## src/rtl/pacman_event_gen_pkg.sv

```systemverilog
// Shared types and defaults for the Pac-Man scoring-event producer.
// Tile codes, the tile FSM states and a one-hot helper live here.
package pacman_event_gen_pkg;

  localparam int unsigned DOT_TOTAL_DEF    = 244;
  localparam int unsigned FRIGHT_TICKS_DEF = 360;

  typedef enum logic [1:0] {
    TileEmpty  = 2'd0,
    TileDot    = 2'd1,
    TilePellet = 2'd2,
    TileWall   = 2'd3
  } tile_e;

  typedef enum logic [1:0] {
    StIdle,
    StRead,
    StCheck
  } tile_st_e;

  // Isolates the lowest set bit; used to pick the lowest-index ghost.
  function automatic logic [3:0] lowest_one(input logic [3:0] v);
    return v & (~v + 4'd1);
  endfunction

endpackage

```

## src/rtl/pacman_event_gen_fright_timer.sv

```systemverilog
// Fright-mode timer: loads on a pellet, counts frame ticks down and
// owns the per-ghost frightened flags.
module fright_timer #(
  parameter int unsigned FRIGHT_TICKS = 360,
  parameter int unsigned TMR_W        = 9
) (
  input  logic       clk,
  input  logic       rst_n,
  input  logic       clear,
  input  logic       load,
  input  logic       frame_tick,
  input  logic [3:0] eat_mask,
  output logic [3:0] flags,
  output logic       active
);

  logic [TMR_W-1:0] tmr_q, tmr_d;
  logic [3:0]       flags_q, flags_d;

  always_comb begin
    tmr_d   = tmr_q;
    flags_d = flags_q & ~eat_mask;
    if (clear) begin
      tmr_d   = '0;
      flags_d = 4'h0;
    end else if (load) begin
      // A reload wins over a coincident expiry tick.
      tmr_d   = TMR_W'(FRIGHT_TICKS);
      flags_d = 4'hF;
    end else if (frame_tick && (tmr_q != '0)) begin
      tmr_d = tmr_q - 1'b1;
      if (tmr_q == TMR_W'(1)) begin
        flags_d = 4'h0;
      end
    end
  end

  always_ff @(posedge clk or negedge rst_n) begin
    if (!rst_n) begin
      tmr_q   <= '0;
      flags_q <= 4'h0;
    end else begin
      tmr_q   <= tmr_d;
      flags_q <= flags_d;
    end
  end

  assign flags  = flags_q;
  assign active = (tmr_q != '0);

endmodule

```

## src/rtl/pacman_event_gen.sv

```systemverilog
// Turns tile entries and ghost collisions into single-cycle scoring events,
// clearing eaten tiles in the maze RAM and tracking remaining dots.
module pacman_event_gen
  import pacman_event_gen_pkg::*;
#(
  parameter int unsigned DOT_TOTAL    = DOT_TOTAL_DEF,
  parameter int unsigned FRIGHT_TICKS = FRIGHT_TICKS_DEF,
  parameter int unsigned TMR_W        = 9
) (
  input  logic       clk,
  input  logic       rst_n,
  input  logic       game_started,
  input  logic       level_start,
  input  logic       frame_tick,
  input  logic       tile_valid,
  input  logic [4:0] pac_row,
  input  logic [4:0] pac_col,
  output logic [9:0] maze_addr,
  output logic       maze_rd_en,
  input  logic [1:0] maze_rd_data,
  output logic       maze_wr_en,
  input  logic [3:0] ghost_hit,
  output logic [3:0] ghost_frightened,
  output logic       fright_active,
  output logic       dot_collected,
  output logic       pellet_collected,
  output logic       ghost_eaten,
  output logic [1:0] ghost_eaten_count,
  output logic       lose_life,
  output logic       level_complete,
  output logic [7:0] dots_remaining
);

  tile_st_e   state_q, state_d;
  logic [9:0] addr_q, addr_d;
  logic [7:0] dots_q, dots_d;
  logic [1:0] idx_q, idx_d;
  logic       lock_q, lock_d;

  logic [3:0] flags;
  logic       active;
  logic [3:0] frightened;
  logic [3:0] eat_hit, kill_hit, eat_mask;
  logic       tile_evt;
  tile_e      code;

  assign code       = tile_e'(maze_rd_data);
  assign frightened = flags & {4{game_started}};
  assign eat_hit    = ghost_hit & frightened;
  assign kill_hit   = ghost_hit & ~frightened;

  // Tile FSM: latch address, issue one read, then act on the returned code.
  always_comb begin
    state_d          = state_q;
    addr_d           = addr_q;
    maze_rd_en       = 1'b0;
    maze_wr_en       = 1'b0;
    dot_collected    = 1'b0;
    pellet_collected = 1'b0;
    if (!game_started) begin
      state_d = StIdle;
    end else begin
      unique case (state_q)
        StIdle: begin
          if (tile_valid) begin
            addr_d  = {pac_row, pac_col};
            state_d = StRead;
          end
        end
        StRead: begin
          maze_rd_en = 1'b1;
          state_d    = StCheck;
        end
        StCheck: begin
          state_d = StIdle;
          if (code == TileDot) begin
            dot_collected = 1'b1;
            maze_wr_en    = 1'b1;
          end else if (code == TilePellet) begin
            pellet_collected = 1'b1;
            maze_wr_en       = 1'b1;
          end
        end
        default: state_d = StIdle;
      endcase
    end
  end

  assign tile_evt = dot_collected | pellet_collected;

  // Ghost arbitration and dot bookkeeping; tile events take the cycle.
  always_comb begin
    ghost_eaten       = 1'b0;
    ghost_eaten_count = 2'd0;
    lose_life         = 1'b0;
    eat_mask          = 4'h0;
    if (game_started && !tile_evt) begin
      if (eat_hit != 4'h0) begin
        ghost_eaten       = 1'b1;
        ghost_eaten_count = idx_q;
        eat_mask          = lowest_one(eat_hit);
      end else if ((kill_hit != 4'h0) && !lock_q) begin
        lose_life = 1'b1;
      end
    end

    level_complete = tile_evt && (dots_q == 8'd1);

    dots_d = dots_q;
    if (level_start) begin
      dots_d = 8'(DOT_TOTAL);
    end else if (tile_evt && (dots_q != 8'd0)) begin
      dots_d = dots_q - 8'd1;
    end

    idx_d = idx_q;
    if (pellet_collected) begin
      idx_d = 2'd0;
    end else if (ghost_eaten && (idx_q != 2'd3)) begin
      idx_d = idx_q + 2'd1;
    end

    lock_d = lock_q;
    if (ghost_hit == 4'h0) begin
      lock_d = 1'b0;
    end else if (lose_life) begin
      lock_d = 1'b1;
    end
  end

  always_ff @(posedge clk or negedge rst_n) begin
    if (!rst_n) begin
      state_q <= StIdle;
      addr_q  <= 10'd0;
      dots_q  <= 8'(DOT_TOTAL);
      idx_q   <= 2'd0;
      lock_q  <= 1'b0;
    end else begin
      state_q <= state_d;
      addr_q  <= addr_d;
      dots_q  <= dots_d;
      idx_q   <= idx_d;
      lock_q  <= lock_d;
    end
  end

  fright_timer #(
    .FRIGHT_TICKS (FRIGHT_TICKS),
    .TMR_W        (TMR_W)
  ) u_fright_timer (
    .clk        (clk),
    .rst_n      (rst_n),
    .clear      (level_start | ~game_started),
    .load       (pellet_collected),
    .frame_tick (frame_tick),
    .eat_mask   (eat_mask),
    .flags      (flags),
    .active     (active)
  );

  assign maze_addr        = addr_q;
  assign ghost_frightened = frightened;
  assign fright_active    = active & game_started;
  assign dots_remaining   = dots_q;

endmodule
```

## config.mk

```make
export PLATFORM = sky130hd
export DESIGN_NAME = pacman_event_gen
export DESIGN_NICKNAME = d
export VERILOG_FILES = /design/src/rtl/pacman_event_gen_pkg.sv /design/src/rtl/pacman_event_gen_fright_timer.sv /design/src/rtl/pacman_event_gen.sv
export SDC_FILE = /design/constraint.sdc
export NUM_CORES = 1
export LEC_CHECK = 0
export ABC_CLOCK_PERIOD_IN_PS = 5000
export BUFFER_PORTS_ARGS = -buffer_cell sky130_fd_sc_hd__buf_4
export CORE_MARGIN = 3
export CORE_UTILIZATION = 59
export CTS_BUF_LIST = sky130_fd_sc_hd__clkbuf_4
export DETAILED_ROUTE_END_ITERATION = 16
export GPL_TIMING_DRIVEN = 0
export PLACE_DENSITY = 0.88
export SKIP_CTS_REPAIR_TIMING = 1
export SLEW_MARGIN = 20
export SYNTH_ARGS = -nofsm -noshare
export SYNTH_HDL_FRONTEND = slang
export SYNTH_SLANG_ARGS = --single-unit
```

## constraint.sdc

```tcl
create_clock -name clk -period 5 [get_ports clk]
set_input_delay 0.75 -clock clk [delete_from_list [all_inputs] [get_ports clk]]
set_output_delay 0.75 -clock clk [all_outputs]
set_load 0.02 [all_outputs]
```

==> flow_summary.ini <==
[outcome]
status = completed

[setup_path]
start_kind = input port
crit_fanout = 7
max_stage_delay_ns = 0.43
worstSetupPathType = input port to output port
cp_data_required_time_ns = 4.25
crit_top_cell = buf_4
ff2ff_path_depth = 7
crit_chain = buf_4 > inv_1 > ha_1 > nor2_1 > o21ai_0 > nor4_1 > buf_4
critPathTopFamily = simple AND/OR/NAND/NOR gates
cp.depth = 7
arrival_ns = 2.36
cp_slowest_cell = nor4_1
crit_path_end_kind = output port
critical_path_buf_inv_count = 3

[synthesis]
yosysTopAreaCell = dfrtp_1
synth_area_um2 = 2050
yosys_most_used_dff = dfrtp_1
synth_cell_types = 46
synth_edf_count = 0
postSynth.asyncResetShare_pct = 100
yosys_warnings = 0
ys_seq_area_share_pct = 44.3
synth_top_area_share_pct = 37.9
syn_inst = 205
yosys-top-cells-area = dfrtp_1 38%, dfstp_2 6.4%, mux2_2 6.0%
yosys_register_bits = 36
syn_nets = 234
syn_area_per_cell_um2 = 9.99

[cts]
worstSkewPairLatency_ns = 0.34
clock_sinks = 36
htree_num_levels = 2
numCtsBuffers = 5
root_buffer = clkbuf_4
cts_buffer_depth = 2
path_clk_slew_ns = 0.10
cts_tree = yes

[floorplan]
die_h_um = 64.9
placementRows = 20
core_area_um2 = 3180
ios = 54
die_area_um2 = 4210
initial_utilization_pct = 64.4
dieWidth_um = 64.9

[final_layout]
layout_commonest_cell = buf_4
layout-drive-gt1-share_pct = 30.6
stdcell_area_um2 = 2550
fin_cells = 309
final_cell_mix = 52 x buf_4, 31 x dfrtp_1, 21 x nor2_1
area_growth_pct = 24.5
fillers = 230
antenna-diode-count = 0
final_util_pct = 80.2
finalNetCount = 293

[route]
initialDrtViolationCount = 59
vias = 1767
ant_nets = 0
drtPass1Iterations = 4
wl_per_cell_um = 14.1
vias_per_cell = 5.72
totalWireLength_um = 4350
post-route-drc-count = 0

[power_and_ir_drop]
vdd_ir_drop_max_v = 0.000246
p_leak_uw = 0.00118
p_per_area_nw_per_um2 = 262

[grt]
grt.overflow.total = 0
grt_pass1_wl_um = 7290
track_usage_pct = 22.5
grt_max_degree = 37
antenna_found_initial = 0
grt_pass1_vias = 1715

[placed_design]
place_congestion = 0.807
dp_cells = 301
placed_area_um2 = 2490
io_buffers = 52
hpwl_um = 3310

[timing]
setup-tns-final_ns = 0
fmax_ghz = 0.322
period_needed_ns = 3.11
setup_viol_count_final = 0
finalCritPeriodShare_pct = 62.2
worst_slew_pin_slew_ns = 0.551
relSlewSlack_pct = 62.9
hold_viol_final = 0
slew_viol_final = 0
rsz0062_at_grt = no
final.setup_skew_ns = 0.00796

[flow_run]
max-cap-violations = 0

[worst_hold_path]
hold_path_class = input port to asynchronous set/reset pin
-- cell usage after synthesis, types with 3 or more instances --
master,instances
nand2b_1,4
clkbuf_1,7
nor3_1,7
nor2b_1,4
dfstp_2,5
a22o_1,3
nand3b_1,3
or3_1,3
inv_1,10
o211ai_1,4
o2111ai_1,3
ha_1,7
nor4_1,4
xor2_1,3
a21oi_1,9
dfrtp_1,31
mux2_2,11
o21ai_0,7
nand2_1,13
mux2i_1,5
nor2_1,21
o31a_1,4
and2_1,7
-- report_power, final --
part	total [uW]	switching, uW	internal [uW]
registers	335	18.6	316
logic	178	95.4	82.5
clock network	156	91.0	64.9
total	669	205	464
-- sequential cells by signal, summed over array words and instances, names as in the netlist --
name	count
dots_remaining	8
idx_q	2
lock_q	1
maze_addr	10
state_q	2
u_fright_timer.flags	4
u_fright_timer.tmr_q	9
-- routing by layer --
metal	vias to the layer above	GRT usage, %	share of wire (%)
li1	866	-	-
met3	8	6.24	7.6
met5	-	0	0
met2	65	37.2	47
met4	0	10.6	1.5
met1	828	27.0	44
-- logic make-up (layout without fill, tap and decap cells) --
group	count (synthesis)	count (layout)	synth area share, %
simple gates	79	79	22.2
compound gates	45	45	15.9
mux	16	16	8.49
buf+inv	19	79	3.54
xor+xnor	3	3	1.28
flops	36	36	44.3
fa+ha+maj	7	7	4.28
-- worst register-to-register path: stages (launching register included) --
cell and delay, ns:
dfrtp_1 0.44, inv_1 0.11, ha_1 0.21, or3b_1 0.35, clkbuf_1 0.19, o31ai_2 0.37
a21oi_1 0.13, a221o_1 0.30
-- through the flow --
stage               power (uW)  hold WS, ns  setup WS [ns]
floorplan                  446        0.454           1.96
global placement           513        0.491           1.92
detailed placement         519        0.497           1.90
CTS                        675        0.356           1.89
global route               707        0.360           1.72
finish                     669        0.346           1.89
-- layout make-up --
class / instances / area [um2] / area share (%)
multi-input combinational: 150 / 1070 / 41.9
sequential: 36 / 907 / 35.6
timing repair buffer: 52 / 390 / 15.3
tap: 44 / 55.1 / 2.16
clock buffer: 7 / 52.6 / 2.06
inverter: 10 / 37.5 / 1.47
buffer: 9 / 35.0 / 1.37
clock inverter: 1 / 3.75 / 0.147
-- path summary, 6_finish.rpt --
check | startpoint | endpoint | slack [ns]
setup / recovery | maze_rd_data[0] | lose_life | 1.89
hold / removal | rst_n | idx_q[0] | 0.35
setup reg to reg | u_fright_timer.tmr_q[1] | u_fright_timer.tmr_q[6] | 2.80
hold reg to reg | idx_q[0] | idx_q[0] | 0.51
max in group asynchronous | rst_n | dots_remaining[6] | 4.30
min in group clk | idx_q[0] | idx_q[0] | 0.51
Note: power is estimated with default switching activity, not from simulation.
